## src/rtl/dmem_pkg.sv

```systemverilog
// Shared types and defaults for the M-stage data-memory responder.
package dmem_pkg;

  typedef enum logic [1:0] {IDLE, WAIT, DONE} state_t;

  localparam int LAT_W       = 4;
  localparam int DEF_DEPTH   = 64;
  localparam int DEF_LATENCY = 2;

endpackage

```

## src/rtl/dmem_wbuf.sv

```systemverilog
// One-entry posted write buffer: forwarding hit, capture/coalesce and drain handshake.
module dmem_wbuf #(
  parameter int AW = 6
) (
  input  logic          clk,
  input  logic          reset,
  input  logic          store_i,
  input  logic [AW-1:0] idx_i,
  input  logic [31:0]   data_i,
  input  logic          drain_ok_i,
  output logic [AW-1:0] idx_o,
  output logic [31:0]   data_o,
  output logic          hit_o,
  output logic          capture_o,
  output logic          drain_o
);

  logic          valid_q, valid_d;
  logic [AW-1:0] idx_q, idx_d;
  logic [31:0]   data_q, data_d;

  assign hit_o     = valid_q && (idx_q == idx_i);
  assign drain_o   = valid_q && drain_ok_i;
  // A same-index store may overwrite the entry even when no drain is possible.
  assign capture_o = store_i && (!valid_q || drain_o || hit_o);

  always_comb begin
    valid_d = valid_q;
    idx_d   = idx_q;
    data_d  = data_q;
    if (capture_o) begin
      valid_d = 1'b1;
      idx_d   = idx_i;
      data_d  = data_i;
    end else if (drain_o) begin
      valid_d = 1'b0;
    end
  end

  always_ff @(posedge clk) begin
    if (reset) begin
      valid_q <= 1'b0;
      idx_q   <= '0;
      data_q  <= '0;
    end else begin
      valid_q <= valid_d;
      idx_q   <= idx_d;
      data_q  <= data_d;
    end
  end

  assign idx_o  = idx_q;
  assign data_o = data_q;

endmodule

```

## src/rtl/dmem_responder.sv

```systemverilog
// Word-addressed data RAM for the M stage with fixed load latency and a posted write buffer.
module dmem_responder
  import dmem_pkg::*;
#(
  parameter int DEPTH   = DEF_DEPTH,
  parameter int LATENCY = DEF_LATENCY
) (
  input  logic        clk,
  input  logic        reset,
  input  logic        memwritem,
  input  logic        memtoregm,
  input  logic [31:0] aluoutm,
  input  logic [31:0] writedatam,
  output logic [31:0] rdm,
  output logic        stallm,
  output logic        misalignm
);

  localparam int AW = $clog2(DEPTH);

  state_t             state_q, state_d;
  logic [LAT_W-1:0]   cnt_q, cnt_d;
  logic [31:0]        rdm_q;
  logic               misalign_q, misalign_d;
  logic [31:0]        mem_q [DEPTH];

  logic [AW-1:0]      idx;
  logic               load_req, load_start, hit_load, rd_ram, drain_ok, ram_we;
  logic               wb_hit, wb_capture, wb_drain;
  logic [AW-1:0]      wb_idx;
  logic [31:0]        wb_data;
  logic               unused_addr;

  assign idx         = aluoutm[AW+1:2];
  assign unused_addr = ^aluoutm[31:AW+2];
  // A simultaneous store wins; the load request is dropped.
  assign load_req    = memtoregm && !memwritem;
  assign drain_ok    = (state_q == IDLE) && !load_req;
  assign ram_we      = wb_drain && !reset;

  dmem_wbuf #(.AW(AW)) u_wbuf (
    .clk        (clk),
    .reset      (reset),
    .store_i    (memwritem),
    .idx_i      (idx),
    .data_i     (writedatam),
    .drain_ok_i (drain_ok),
    .idx_o      (wb_idx),
    .data_o     (wb_data),
    .hit_o      (wb_hit),
    .capture_o  (wb_capture),
    .drain_o    (wb_drain)
  );

  always_comb begin
    state_d    = state_q;
    cnt_d      = cnt_q;
    stallm     = 1'b0;
    load_start = 1'b0;
    hit_load   = 1'b0;
    rd_ram     = 1'b0;
    case (state_q)
      IDLE: begin
        if (load_req) begin
          load_start = 1'b1;
          if (wb_hit) begin
            hit_load = 1'b1;
          end else begin
            stallm  = 1'b1;
            cnt_d   = LAT_W'(LATENCY - 1);
            state_d = (LATENCY > 1) ? WAIT : DONE;
          end
        end
      end
      WAIT: begin
        stallm = 1'b1;
        cnt_d  = cnt_q - LAT_W'(1);
        if (cnt_q == LAT_W'(1)) state_d = DONE;
      end
      DONE: begin
        rd_ram  = 1'b1;
        state_d = IDLE;
      end
      default: state_d = IDLE;
    endcase
    if (memwritem && !wb_capture) stallm = 1'b1;
    // Conflicting store+load requests are flagged alongside unaligned accesses.
    misalign_d = (wb_capture && ((aluoutm[1:0] != 2'b00) || memtoregm)) ||
                 (load_start && (aluoutm[1:0] != 2'b00));
  end

  always_ff @(posedge clk) begin
    if (reset) begin
      state_q    <= IDLE;
      cnt_q      <= '0;
      misalign_q <= 1'b0;
    end else begin
      state_q    <= state_d;
      cnt_q      <= cnt_d;
      misalign_q <= misalign_d;
    end
  end

  always_ff @(posedge clk) begin
    if (ram_we) mem_q[wb_idx] <= wb_data;
  end

  always_ff @(posedge clk) begin
    if (reset) begin
      rdm_q <= '0;
    end else if (rd_ram) begin
      rdm_q <= mem_q[idx];
    end else if (hit_load) begin
      rdm_q <= wb_data;
    end
  end

  assign rdm       = rdm_q;
  assign misalignm = misalign_q;

endmodule
```

## config.mk

```make
export PLATFORM = sky130hd
export DESIGN_NAME = dmem_responder
export DESIGN_NICKNAME = d
export VERILOG_FILES = /design/src/rtl/dmem_pkg.sv /design/src/rtl/dmem_wbuf.sv /design/src/rtl/dmem_responder.sv
export SDC_FILE = /design/constraint.sdc
export NUM_CORES = 2
export LEC_CHECK = 0
export BUFFER_PORTS_ARGS = -buffer_cell sky130_fd_sc_hd__buf_2
export CORE_ASPECT_RATIO = 1.75
export CORE_MARGIN = 2
export CORE_UTILIZATION = 61
export CTS_CLUSTER_SIZE = 20
export DETAILED_ROUTE_END_ITERATION = 8
export PLACE_DENSITY = 0.82
export SETUP_SLACK_MARGIN = 0.02
export SLEW_MARGIN = 5
export SYNTH_ARGS = -nofsm -noshare
export SYNTH_HDL_FRONTEND = slang
export SYNTH_SLANG_ARGS = --single-unit
```

## constraint.sdc

```tcl
create_clock -name clk -period 6.55 [get_ports clk]
set_input_delay 1.6375 -clock clk [delete_from_list [all_inputs] [get_ports clk]]
set_output_delay 1.6375 -clock clk [all_outputs]
set_load 0.005 [all_outputs]
```

# Yosys cells after proc, flatten, opt, wreduce, memory -nomap -nowiden

Memory sizes are Yosys's and may differ from the RTL's.
Index checks and enable logic that the tools add are counted.

Output and inout port bits: 34
Flip-flop bits (word level): 78
Memories kept: 1
Input port bits: 68
Bits in writable memories: 2048

Muxes and demuxes: 23
Add/subtract/negate cells: 1
Equality and inequality tests: 7
Reductions and logical operators: 25

Memories:

| name  | depth | width | read ports | clocked after Yosys merged registers in | write ports | line                 | RTL |
|---|---|---|---|---|---|---|---|
| mem_q | 64    | 32    | 1          | 0                                       | 1           | dmem_responder.sv:25 | `logic [31:0] mem_q [DEPTH];` |

Operators by type and width:

| cell                | count |
|---|---|
| $mux 32             | 2 |
| $mux 1              | 13 |
| $logic_and 1x1->1   | 9 |
| $mux 4              | 2 |
| $pmux 4 s2          | 1 |
| $reduce_bool 2->1   | 4 |
| $eq 6x6->1          | 1 |
| $mux 2              | 3 |
| $ne 2x2->1 const B  | 3 |
| $reduce_and 3->1    | 2 |
| $logic_not 1->1     | 5 |
| $eq 4x1->1 const B  | 1 |
| $logic_or 1x1->1    | 4 |
| $pmux 2 s2          | 1 |
| $sub 4x1->4 const B | 1 |
| $eq 2x1->1 const B  | 1 |
| $eq 2x2->1 const B  | 1 |
| $logic_not 2->1     | 1 |
| $pmux 1 s2          | 1 |

# Logic depth before layout (Yosys ltp)

Word-level depth: 11
Mapped depth: 9
Depth with buffers taken out: 5

# Cells and area by module

Synthesis repeated with hierarchy kept, for this count alone.

Cells, all modules: 4116
Area, all modules: 81739.6 sq um

Modules (own cells, without submodules):

| module         | cells an instance | seq. area each (sq um) | area each (sq um) | instances |
|---|---|---|---|---|
| dmem_responder | 3935              | 62279.7                | 79925.4           | 1 |
| dmem_wbuf      | 181               | 780.7                  | 1814.2            | 1 |

# Worst setup path before layout

Ideal clock, no wire load.

Kind: input-to-reg
Start: input port reset
End: memory mem_q[30][0], enable pin
Arrival time: 3965 ps
Path slack: 2164 ps
Library setup time: 421 ps
Stages on the path: 6
Data required time: 6129 ps
Path through: clkbuf_1 nor4b_1 nand2_1 nor2_1 nand3_1 nor2_1

Cells in the longest elaborated chain, start to end: 4

Ends and longest elaborated chain:

| element                      | line                  | RTL |
|---|---|---|
| from (decl)                  | dmem_responder.sv:9   | `input logic reset,` |
| $logic_not 1->1              | dmem_responder.sv:39  | `assign ram_we = wb_drain && !reset;` |
| $logic_and 1x1->1            | dmem_responder.sv:39  |  |
| $mux 1                       | dmem_responder.sv:105 | `if (ram_we) mem_q[wb_idx] <= wb_data;` |
| $mux 1 (not written as such) | dmem_responder.sv:105 |  |
| to (decl)                    | dmem_responder.sv:25  |  |

No other way between the ends.

# Worst setup path after layout

Start: input port aluoutm[2]
End: output port stallm

Cells in the longest elaborated chain, start to end: 7

Ends and longest elaborated chain:

| element                                            | line                 | RTL |
|---|---|---|
| from (decl)                                        | dmem_responder.sv:12 | `input logic [31:0] aluoutm,` |
| $eq 6x6->1 *                                       | dmem_wbuf.sv:22      | `assign hit_o = valid_q && (idx_q == idx_i);` |
| $logic_and 1x1->1 *                                | dmem_wbuf.sv:22      |  |
| branches (longest 4 deep; another with $pmux 1 s2) | -                    |  |
| $mux 1 *                                           | dmem_responder.sv:86 | `if (memwritem && !wb_capture) stallm = 1'b1;` |
| to (decl)                                          | dmem_responder.sv:15 | `output logic stallm,` |

Mark *: on every way between the ends.

==> reports/metrics.yaml <==
job:
  cap_viol_max_count: 4
clock_tree:
  cts_setup_buffers: 0
  ctsRootBufferMaster: "sky130_fd_sc_hd__clkbuf_16"
  cts_resized: 0
  cts-buffers-inserted: 171
  ctsHoldBuffers: 0
  clock_insertion_delay_worst_skew_ns: 0.83
  clock_tree_from_tritoncts: "yes"
  clk_transition_reported_paths_ns: 0.07
  cts_sinks: 2126
  clk_path_buf_depth: 3
  h-tree-depth: 4
detailed_routing:
  post_drt_wl_per_cell_um: 34.36
  post-route-drc-count: 0
  vias: 42050
  route.antenna.remaining_nets: 0
  first_iter_violations: 6160
  routed_wl_mm: 210.0
  detail_route.first_pass.iterations: 9
  routed_via_density: 6.881
sta:
  finalMaxSlewViolations: 2
  fmaxAchievable_ghz: 0.1930
  setup_repair_after_global_routing_missed_its_margin: "no"
  setup_viol: 0
  finClkSkew_ns: 0.03910
  totalNegativeSetupSlack_ns: 0
  final_period_minus_worst_setup_slack_ns: 5.182
  timing_hold_violations_final: 0
  maxSlewHeadroom_pct: -2.306
  period_utilization_post_route_pct: 79.11
  max_slew.worst_pin.slew_ns: 1.496
global_route:
  grt_pass1_vias: 42470
  grt.busiest_layer: "met2"
  grt.met1_usage_pct: 36.77
  grt_antenna_before_repair: 8
  wire_length_of_the_first_global_routing_pass_mm: 297.1
  grt.overflow.total: 0
  grt_use_met3_pct: 6.337
  grt.total_usage_pct: 31.02
  use_met2_pct: 50.88
  grt_start_max_net_pins: 116
final_layout:
  final_design_area_no_fill_mm2: 0.09119
  layout-drive-gt1-share_pct: 23.00
  stdcell_count: 6112
  combined_area_of_the_multi_input_logic_cells_mm2: 0.01818
  syn2layout_area_growth_pct: 11.20
  filler_cell_count: 7838
  finish.net_count: 4234
  register_area_mm2: 0.06310
die:
  starting_utilization_of_the_core_area_pct: 61.27
  floorplan.die.width_um: 281.2
  coreArea_mm2: 0.1339
  dieArea_mm2: 0.1375
  floorplan.die.height_um: 489.0
  io_pins: 102
  fp-row-count: 178
synthesis:
  count_of_flip_flops_with_a_built_in_enable_after_synthesis: 2048
  syn_inst: 3962
  synth.lib_cells_used.distinct: 53
  syn_avg_cell_area_um2: 20.70
  post_synthesis_net_count: 4032
  ys_seq_area_share_pct: 76.90
  ys.warnings.count: 0
  ys_top_cells_by_area: "sky130_fd_sc_hd__edfxtp_1 75%, sky130_fd_sc_hd__mux4_2 9.8%, sky130_fd_sc_hd__mux2i_1 6.4%"
  share_of_synthesized_registers_carrying_an_async_set_or_reset_pct: 0
  register_bit_count_reported_by_yosys: 2126
  ys_top_cells_by_count: "2048 x sky130_fd_sc_hd__edfxtp_1, 526 x sky130_fd_sc_hd__mux2i_1, 358 x sky130_fd_sc_hd__mux4_2"
  synth_top_area_share_pct: 74.99
  yosysMostFrequentCell: "sky130_fd_sc_hd__edfxtp_1"
  synth_top_cell_by_area: "sky130_fd_sc_hd__edfxtp_1"
  synth_area_mm2: 0.08201
  ys.flop_type: "sky130_fd_sc_hd__edfxtp_1"
setup_path:
  worst-endpoint-required_ns: 4.91
  r2r_slack_ns: 2.87
  worst_r2r_endpoint: "mem_q[25][18]$_DFFE_PP_"
  cp_endpoint_kind: "primary output"
  path_max_fanout: 61
  worstRegToRegCells: 5
  timing_worst_setup_path_type: "input pin to primary output"
  setup.worst_path.start_class: "input pin"
  critPathArrivalTime_ns: 3.54
  timing.critical_path.from: "aluoutm[2]"
  r2r_start: "state_q[1]$_SDFFE_PP0P_"
placed_design:
  placedCellCount: 5791
  place_congestion: 1.034
  detailedPlacementHpwl_mm: 115.1
  place.port_buffers: 77
  post_dp_cell_area_mm2: 0.08559
min_path:
  min_delay_path_depth: 2
  min_path_type: "register to register"
  worstHoldStart: "u_wbuf.data_o[10]$_SDFFE_PP0P_"
  hold-path-endpoint: "u_wbuf.data_o[10]$_SDFFE_PP0P_"
run_status:
  status: "finished, violations left"
  violations: "capacitance limit, slew limit"
power:
  power-per-cell-area_mw_per_mm2: 292.8
  leakage_nw: 31.10
  ir_drop_v: 0.0002437
-- through the flow --
stage	hold WS (ns)	power, mW	setup slack [ns]	util, %
3_5_place_dp	0.4665	16.57	1.237	63.94
2_1_floorplan	0.4873	16.06	2.164	-
4_1_cts	0.4763	26.72	1.412	68.12
3_3_place_gp	0.4639	16.53	1.352	63.94
6_report	0.4750	26.70	1.368	68.13
5_1_grt	0.4935	27.21	1.230	68.12
-- critical path, cell delays in order --
cell                      delay [ns]
sky130_fd_sc_hd__buf_8          0.54
sky130_fd_sc_hd__xnor2_1        0.19
sky130_fd_sc_hd__nand4_1        0.34
sky130_fd_sc_hd__o21ai_0        0.42
sky130_fd_sc_hd__nand3_1        0.17
sky130_fd_sc_hd__buf_2          0.16
-- layer usage --
layer	routed length, µm	vias to the layer above
met5	77	-
met4	18080	8
met3	21620	711
met2	104500	2962
met1	65730	21540
li1	-	16830
-- how the worst max path moves through the flow --
stage / end / slack, ns / cells after the start
after detailed placement: rdm[5]$_SDFFE_PP0P_ / 1.24 / 7
after global routing: stallm / 1.23 / 6
final: stallm / 1.37 / 6
after global placement: rdm[5]$_SDFFE_PP0P_ / 1.35 / 7
after floorplan: mem_q[30][0]$_DFFE_PP_ / 2.16 / 6
after CTS: stallm / 1.41 / 6
-- logic make-up (layout without fill, tap and decap cells) --
family	Yosys count	after routing	share of synthesized area, %
fa+ha+maj	2	2	0.03051
other cells	0	4	0
mux	887	887	16.29
buf+inv	246	592	1.608
simple gates	300	300	1.707
xor+xnor	8	8	0.08544
compound gates	393	393	3.378
flops	2126	2126	76.90
-- where the power goes --
group / leakage, nW / switching [mW] / internal, mW
logic: 7.95 / 0.914 / 0.435
clock network: 2.72 / 4.71 / 5.68
registers: 20.4 / 0.0274 / 14.9
total: 31.1 / 5.65 / 21.1
-- cell type report --
class	count	share of cell area [%]
Sequential cell	2126	69.20
Multi-Input combinational cell	1590	19.93
Clock buffer	210	4.993
Tap cell	1800	2.470
Timing Repair Buffer	271	2.245
Clock inverter	107	1.136
Inverter	4	0.01646
Antenna cell	4	0.01098
-- placed cells by master, fill, tap and decap left out, types with 7 or more instances in the layout --
master / netlist / final
sky130_fd_sc_hd__nand2_1: 15 / 14
sky130_fd_sc_hd__a21oi_1: 60 / 60
sky130_fd_sc_hd__nor2_1: 150 / 84
sky130_fd_sc_hd__dfxtp_1: 78 / 46
sky130_fd_sc_hd__and3_1: 31 / 31
sky130_fd_sc_hd__o21ai_0: 52 / 52
sky130_fd_sc_hd__nand2b_1: 8 / 7
sky130_fd_sc_hd__a22oi_1: 94 / 94
sky130_fd_sc_hd__clkbuf_16: 0 / 177
sky130_fd_sc_hd__mux2i_1: 526 / 526
sky130_fd_sc_hd__a2111oi_0: 61 / 47
sky130_fd_sc_hd__nand3_1: 44 / 44
sky130_fd_sc_hd__nor2b_1: 9 / 7
sky130_fd_sc_hd__bufinv_16: 0 / 18
sky130_fd_sc_hd__buf_4: 50 / 180
sky130_fd_sc_hd__a211o_1: 31 / 31
sky130_fd_sc_hd__xnor2_1: 7 / 7
sky130_fd_sc_hd__clkinvlp_4: 0 / 8
sky130_fd_sc_hd__nor3_1: 22 / 19
sky130_fd_sc_hd__o32ai_1: 31 / 31
sky130_fd_sc_hd__mux4_2: 358 / 358
sky130_fd_sc_hd__clkinv_4: 0 / 7
sky130_fd_sc_hd__nor2_4: 0 / 65
sky130_fd_sc_hd__buf_2: 79 / 74
sky130_fd_sc_hd__clkbuf_1: 92 / 33
sky130_fd_sc_hd__buf_12: 0 / 14
sky130_fd_sc_hd__dfxtp_2: 0 / 32
sky130_fd_sc_hd__clkinv_2: 0 / 28
sky130_fd_sc_hd__o22ai_1: 46 / 46
sky130_fd_sc_hd__clkinv_1: 0 / 39
sky130_fd_sc_hd__edfxtp_1: 2048 / 2048
sky130_fd_sc_hd__a2111oi_1: 0 / 14
-- flip-flops by register name (all words and copies together) (netlist names) --
register / cells
u_wbuf.data_o: 32
state_q: 2
u_wbuf.idx_o: 6
misalignm: 1
mem_q: 2048
rdm: 32
u_wbuf.valid_q: 1
cnt_q: 4
Note: power is estimated with default switching activity, not from simulation.
